<file path="config.mk">
export PLATFORM = sky130hd
export DESIGN_NAME = sseg_scan_ctrl_flat
export DESIGN_NICKNAME = d
export VERILOG_FILES = /design/src/rtl/sseg_scan_ctrl_if.sv /design/src/rtl/sseg_scan_ctrl.sv /design/src/flat_wrapper.sv
export SDC_FILE = /design/constraint.sdc
export NUM_CORES = 1
export LEC_CHECK = 0
export ABC_AREA = 1
export CAP_MARGIN = 15
export CORE_MARGIN = 2
export CORE_UTILIZATION = 50
export CTS_CLUSTER_DIAMETER = 40
export CTS_CLUSTER_SIZE = 14
export DETAILED_ROUTE_END_ITERATION = 7
export GPL_TIMING_DRIVEN = 0
export PLACE_DENSITY = 0.72
export SETUP_SLACK_MARGIN = 0.02
export SYNTH_ARGS = -nofsm -noshare
export SYNTH_HDL_FRONTEND = slang
export SYNTH_SLANG_ARGS = --single-unit
export TNS_END_PERCENT = 100
</file>
<file path="constraint.sdc">
create_clock -name clk -period 4.5 [get_ports clk]
set_clock_uncertainty 0.2 [all_clocks]
set_input_delay 1.35 -clock clk [delete_from_list [all_inputs] [get_ports clk]]
set_output_delay 1.35 -clock clk [all_outputs]
set_load 0.03 [all_outputs]
</file>
<file path="src/rtl/sseg_scan_ctrl_if.sv">
// Write/acknowledge channel carrying new display values into sseg_scan_ctrl.
// The master drives the value and strobe; the controller returns the commit pulse.
interface sseg_scan_ctrl_if;
  logic [15:0] data_in;
  logic        data_we;
  logic        data_ack;

  modport master (
    output data_in,
    output data_we,
    input  data_ack
  );

  modport slave (
    input  data_in,
    input  data_we,
    output data_ack
  );
endinterface

</file>
<file path="src/rtl/sseg_scan_ctrl.sv">
// Four-digit seven-segment scan controller with frame-aligned value updates.
// Optional SSEG_GUARD_EN darkens the anodes for the first two cycles of each slot.
module sseg_scan_ctrl #(
  parameter int DIV = 100000
) (
  input  logic             clk,
  input  logic             rst,
  input  logic             en,
  input  logic             lzb,
  sseg_scan_ctrl_if.slave  bus,
  output logic             frame_tick,
  output logic [3:0]       bin_code,
  output logic [3:0]       an
);

  localparam int PW = $clog2(DIV);

  typedef enum logic {IDLE, SCAN} state_t;

  state_t         state;
  logic [PW-1:0]  prescale;
  logic [1:0]     idx;
  logic [15:0]    shown;
  logic [15:0]    pending;
  logic           pend_flag;

  logic [3:0]     nib;
  logic           upper_zero;
  logic [3:0]     disp_code;
  logic [3:0]     disp_an;
  logic           slot_end;
  logic           frame_end;

  assign slot_end  = (prescale == PW'(DIV - 1));
  assign frame_end = slot_end && (idx == 2'd3);

  // Digit k is a leading zero when it and every more significant nibble are zero.
  always_comb begin
    nib        = shown[{idx, 2'b00} +: 4];
    upper_zero = 1'b0;
    case (idx)
      2'd1:    upper_zero = (shown[15:4] == 12'h000);
      2'd2:    upper_zero = (shown[15:8] == 8'h00);
      2'd3:    upper_zero = (shown[15:12] == 4'h0);
      default: upper_zero = 1'b0;
    endcase
    disp_code = (lzb && upper_zero) ? 4'hF : nib;
    disp_an   = ~(4'b0001 << idx);
`ifdef SSEG_GUARD_EN
    if (prescale < PW'(2)) begin
      disp_an = 4'b1111;
    end
`endif
  end

  always_ff @(posedge clk) begin
    if (rst) begin
      state        <= IDLE;
      prescale     <= '0;
      idx          <= 2'd0;
      shown        <= 16'h0000;
      pending      <= 16'h0000;
      pend_flag    <= 1'b0;
      an           <= 4'b1111;
      bin_code     <= 4'hF;
      bus.data_ack <= 1'b0;
      frame_tick   <= 1'b0;
    end else begin
      bus.data_ack <= 1'b0;
      frame_tick   <= 1'b0;
      unique case (state)
        IDLE: begin
          an       <= 4'b1111;
          bin_code <= 4'hF;
          prescale <= '0;
          idx      <= 2'd0;
          if (bus.data_we) begin
            shown        <= bus.data_in;
            bus.data_ack <= 1'b1;
          end
          if (en) begin
            state <= SCAN;
          end
        end
        SCAN: begin
          if (!en) begin
            state    <= IDLE;
            an       <= 4'b1111;
            bin_code <= 4'hF;
            prescale <= '0;
            idx      <= 2'd0;
          end else begin
            an       <= disp_an;
            bin_code <= disp_code;
            if (slot_end) begin
              prescale <= '0;
              idx      <= idx + 2'd1;
            end else begin
              prescale <= prescale + PW'(1);
            end
            // Commit only at the frame boundary so a frame never mixes values.
            if (frame_end) begin
              frame_tick <= 1'b1;
              if (pend_flag) begin
                shown        <= pending;
                pend_flag    <= 1'b0;
                bus.data_ack <= 1'b1;
              end
            end
          end
          // A write on the commit cycle lands after the commit and stays pending.
          if (bus.data_we) begin
            pending   <= bus.data_in;
            pend_flag <= 1'b1;
          end
        end
        default: state <= IDLE;
      endcase
    end
  end

endmodule

</file>
<file path="src/flat_wrapper.sv">
// flat-port wrapper written by rule: the top's interface ports become plain ports
module sseg_scan_ctrl_flat 
#(
  parameter int DIV = 100000
)
  (clk, rst, en, lzb, frame_tick, bin_code, an, bus_data_in, bus_data_we, bus_data_ack);
  sseg_scan_ctrl_if bus_i ();
  input  logic clk;
  input  logic rst;
  input  logic en;
  input  logic lzb;
  output logic frame_tick;
  output logic [3:0] bin_code;
  output logic [3:0] an;
  input wire logic [$bits(bus_i.data_in)-1:0] bus_data_in;
  input wire logic [$bits(bus_i.data_we)-1:0] bus_data_we;
  output wire logic [$bits(bus_i.data_ack)-1:0] bus_data_ack;
  assign bus_i.data_in = bus_data_in;
  assign bus_i.data_we = bus_data_we;
  assign bus_data_ack = bus_i.data_ack;
  sseg_scan_ctrl #(.DIV(DIV)) u_core (.clk(clk), .rst(rst), .en(en), .lzb(lzb), .bus(bus_i), .frame_tick(frame_tick), .bin_code(bin_code), .an(an));
endmodule
</file>
==> results.yml, run 1 <==
cts:
  clockRootBuffer: "clkbuf_8"
  cts_hold_buf: 0
  clk-insertion-delay-late_ns: 0.34
  cts_tree: "yes"
  cts_resized: 0
  cts_buffer_depth: 2
  cts_made_buffers: 9
  cts_sinks: 63
  cts_setup_buffers: 0
  cts_max_level: 3
  clkTransAtPathRegs_ns: 0.07
hold_path:
  hp-start: "u_core.prescale[0]"
  hp-class: "flop to flop"
  whs_endpoint: "u_core.prescale[0]"
  hold_depth: 1
power_and_ir_drop:
  p_clk_share_pct: 43.8
  power.density_nw_per_um2: 342.2
  p_seq_share_pct: 47.3
  leakage_uw: 0.001482
  p_sw_share_pct: 23.25
  combPwrFrac_pct: 8.9
  p_int_uw: 954.0
  ir_drop_mv: 0.2845
  p_switching_uw: 289.0
finish:
  final_cell_mix: "76 x nand2_1, 63 x dfxtp_1, 56 x inv_1"
  final_nets: 488
  final_layout_size_suffix_gt1_share_pct: 8.798
  n_antenna_cell: 0
  fin_cells: 541
  layout_commonest_cell: "nand2_1"
  syn_to_final_growth_pct: 20.46
routing:
  drt_first_pass_iters: 4
  first_iter_violations: 128
  avgViaCountPerCell: 5.094
  wl_per_cell_um: 11.79
  drt-total-wl_um: 6376
  drtAntennaViolNets: 0
  drc_errors: 0
  vias: 2756
synthesis:
  syn_nets: 447
  syn_inst: 420
  yosys_warnings: 0
  yosysSeqAreaShare_pct: 41.83
  syn_avg_cell_area_um2: 7.180
  synth_cell_types: 28
  netlist_area_um2: 3015
  synth-seq-cells: 63
floorplan:
  die-area_um2: 6668
  die_h_um: 81.66
  initial_core_util_pct: 51.23
  fp.dieW_um: 81.66
  row_count: 28
  io_pins: 31
  core_area_um2: 5886
worst_setup_path:
  path_buf_inv: 1
  r2r_start: "u_core.idx[0]"
  critical-path-top-delay-family: "buffers and inverters"
  reg2reg_slack_ns: 2.50
  crit_type: "flop to output pin"
  rr_worst_depth: 7
  cp_slowest_cell: "clkdlybuf4s50_1"
  worstReg2RegEnd: "u_core.bin_code[3]"
  worst_ep_arrival_time_ns: 1.30
  path_max_fanout: 1
  crit_chain: "clkdlybuf4s50_1"
  setup.worst_path.end_class: "output pin"
  cp.required_ns: 2.95
  cpPeakStageDelay_ns: 0.66
  cp-start-kind: "flop"
global_routing:
  grt_max_degree: 12
  antenna_found_initial: 0
  grt_pass1_vias: 2413
  grt.overflow.total: 0
  gr-usage-all-layers_pct: 21.04
  grt_pass1_wl_um: 10700
sta:
  period_needed_ns: 2.852
  max_freq_mhz: 350.6
  tightest_slew_ns: 0.4551
  setup_viol: 0
  grt_setup_unrepaired: "no"
  hold_viol_final: 0
  slew_violations: 0
  tns_ns: 0
  period_share_pct: 63.39
  maxSlewHeadroom_pct: 69.66
status:
  status: "completed"
job:
  maxCapViolations: 0
placement:
  gp_congestion: 0.8142
  dp_hpwl_um: 4728
  dp.cells: 525
  port_buffers: 30
==> worst max-delay path by stage <==
| stage | startpoint | end | depth (start not counted) |
|---|---|---|---|
| floorplan | en | u_core.shown[2] | 6 |
| global placement | en | u_core.shown[12] | 7 |
| detailed placement | en | u_core.shown[6] | 7 |
| CTS | u_core.bin_code[1] | bin_code[1] | 1 |
| global route | u_core.bin_code[1] | bin_code[1] | 1 |
| finish | u_core.bin_code[1] | bin_code[1] | 1 |
==> layer usage <==
layer	routed length (um)	track usage, %	share of wire [%]
met1	3117	27.52	49
met4	65	6.667	1.0
met2	2874	33.20	45
met5	0	0	0
met3	319	6.593	5.0
==> stage by stage <==
step                setup slack [ns]  cell area [um^2]  utilization, %  hold WS (ns)  power [uW]
finish                         1.648              3632           61.71        0.2487        1243
global route                   1.593              3632           61.71        0.2939        1293
CTS                            1.622              3632           61.71        0.2540        1253
detailed placement             1.392              3410           57.93        0.2371       709.9
global placement               1.410              3410           57.93        0.2309       707.7
floorplan                      2.081              3015               -        0.2175       668.0
==> power by group through the flow <==
stage / clock network [uW] / logic [uW] / registers [uW]
finish: 545 / 110 / 588
global placement: 0 / 108 / 600
floorplan: 0 / 66.7 / 601
CTS: 556 / 110 / 588
global route: 579 / 124 / 590
detailed placement: 0 / 109 / 601
==> area by class of cell <==
class,count,area (um^2)
fill,578,2253
multi-input combinational,280,1409
clock buffer,11,141.4
tap,75,93.84
sequential,63,1261
clock inverter,5,81.33
timing repair buffer,30,300.3
inverter,60,225.2
buffer,17,120.1
==> sequential cells by signal, summed over array words and instances (netlist names), 2 cells and up <==
register / count
u_core.idx: 2
u_core.bin_code: 4
u_core.shown: 16
u_core.an: 4
u_core.pending: 16
u_core.prescale: 17
==> cells by family (layout without fill, tap and decap cells) <==
group           after synthesis  count (layout)  share of synthesized area (%)
flops                        63              63                          41.83
fa+ha+maj                     6               6                          2.490
compound gates               91              91                          15.60
xor+xnor                      6               6                          1.743
buf+inv                      77             123                          11.45
simple gates                177             177                          26.89
==> cell usage after synthesis <==
master	n	area (um^2)
nand2_1	76	285.3
dfxtp_1	63	1261
inv_1	56	210.2
nor2_1	49	183.9
a21oi_1	44	220.2
o21ai_0	42	210.2
nand3_1	21	105.1
nand4_1	12	75.07
clkbuf_1	8	30.03
ha_1	6	75.07
nor3_1	6	30.03
xor2_1	6	52.55
buf_6	5	56.30
nand3_2	5	50.05
a21oi_2	3	26.28
inv_2	3	11.26
nor2_4	3	33.78
buf_4	2	15.01
and2_1	1	6.260
buf_2	1	5.000
clkbuf_8	1	13.76
clkinv_1	1	3.750
nand4_4	1	21.27
nor2_2	1	6.260
nor3b_1	1	7.510
o21bai_1	1	7.510
o22ai_1	1	6.260
or2_2	1	6.260
Power figures use the tool's default switching activity.
==> inputs of run 2 (changes only) <==
- PLACE_DENSITY: 0.72 -> 0.74
- clock period: 4.5 -> 2.49 ns (I/O delays scaled with it)
==> results.yml, run 2 (synthesis results as in run 1) <==
worst_setup_path:
  critical-path-top-delay-family: "buffers and inverters"
  crit_chain: "clkdlybuf4s50_1"
  path_buf_inv: 1
  worst_ep_arrival_time_ns: 1.32
  setup.worst_path.end_class: "output pin"
  cp-start-kind: "flop"
  crit_type: "flop to output pin"
  path_max_fanout: 1
  cpPeakStageDelay_ns: 0.66
  cp.required_ns: 1.54
  cp_slowest_cell: "clkdlybuf4s50_1"
power_and_ir_drop:
  power.density_nw_per_um2: 620.5
  ir_drop_mv: 0.4228
  leakage_uw: 0.001478
routing:
  wl_met1_um: 3096
  first_iter_violations: 175
  drc_errors: 0
  top_layer_used: "met4"
  wl_per_cell_um: 11.84
  drt_first_pass_iters: 5
  met3_length_um: 389
  drt-total-wl_um: 6406
  route.met2.wl_um: 2833
  drtAntennaViolNets: 0
  avgViaCountPerCell: 5.039
  vias: 2726
sta:
  period_needed_ns: 2.262
  hold_viol_final: 0
  maxSlewHeadroom_pct: 69.48
  tightest_slew_ns: 0.4579
  max_freq_mhz: 442.1
  holdWs_ns: 0.2482
  slew_violations: 0
  grt_setup_unrepaired: "no"
  setup_slack_ns: 0.2279
  period_share_pct: 90.85
  setup_viol: 0
global_routing:
  grt_max_degree: 13
  grt.overflow.total: 0
  antenna_found_initial: 0
  grt_pass1_vias: 2319
  gr-usage-all-layers_pct: 20.64
  grt_pass1_wl_um: 10550
finish:
  top_regs: "u_core.prescale x17, u_core.pending x16, u_core.shown x16"
  top_register: "u_core.prescale"
  n_antenna_cell: 0
  final_nets: 488
  layout_commonest_cell: "nand2_1"
  largest_register_ffs: 17
  syn_to_final_growth_pct: 20.41
  final_layout_size_suffix_gt1_share_pct: 9.013
  final_cell_mix: "76 x nand2_1, 63 x dfxtp_1, 56 x inv_1"
placement:
  port_buffers: 30
  gp_congestion: 0.7944
  dp_hpwl_um: 4692
  dp_slack_ns: -0.03466
cts:
  cts_resized: 0
  cts_max_level: 3
  cts_hold_buf: 0
  cts_made_buffers: 9
  cts_setup_buffers: 0
  cts_buffer_depth: 2
  cts_tree: "yes"
  clk-insertion-delay-late_ns: 0.34
  clockRootBuffer: "clkbuf_8"
  cts_sinks: 63
  clkTransAtPathRegs_ns: 0.07
job:
  maxCapViolations: 0
floorplan:
  die_h_um: 81.66
  initial_core_util_pct: 51.23
  io_pins: 31
  core_area_um2: 5886
  fp.dieW_um: 81.66
  row_count: 28
  die-area_um2: 6668
hold_path:
  hp-class: "flop to flop"
status:
  status: "completed"
==> run 2: cell types whose count changed in the layout (fill, tap and decap cells not counted), sizes merged <==
| cell | change |
|---|---|
| clkinv | +1 |
| clkinvlp | +1 |
| clkbuf | -2 |
==> run 2: final cells by class <==
type	instances	area, um^2
fill	559	2255
multi-input combinational	280	1409
sequential	63	1261
timing repair buffer	30	300.3
inverter	60	225.2
clock buffer	9	123.9
buffer	17	120.1
clock inverter	7	97.59
tap	75	93.84
==> run 2: worst paths after layout <==
kind,from,to,slack [ns],cells after the start
max,u_core.bin_code[0],bin_code[0],0.23,1
min reg2reg,u_core.prescale[0],u_core.prescale[0],0.25,1
max reg2reg,u_core.idx[0],u_core.bin_code[3],0.45,7
min,u_core.prescale[0],u_core.prescale[0],0.25,1
==> run 2: where the power goes <==
group	total [uW]	internal, uW	switching, uW
sequential	1060	1050	15.9
combinational	200	86.8	113
clock	992	564	428
total	2250	1700	556
==> run 2: through the flow <==
stage          total power [uW]  utilization [%]  TNS [ns]  std cells  area (um^2)
4_1_cts                    2265            61.69         0        541         3631
5_1_grt                    2334            61.69         0        541         3631
2_1_floorplan              1207                -         0        420         3015
3_3_place_gp               1278            57.93  -0.03534        525         3410
6_report                   2253            61.69         0        541         3631
3_5_place_dp               1281            57.93   -0.1662        525         3410
==> run 2: per-layer routing <==
layer	global-route usage, %	up-vias
met2	31.80	77
met4	7.500	0
li1	-	1439
met3	4.945	10
met5	0	-
met1	28.19	1200
==> inputs of run 3 (changes only) <==
- SKIP_LAST_GASP: unset -> 1
==> results of run 3 <==
Same layout as run 2: the final DEF is identical, and so are final timing and power.
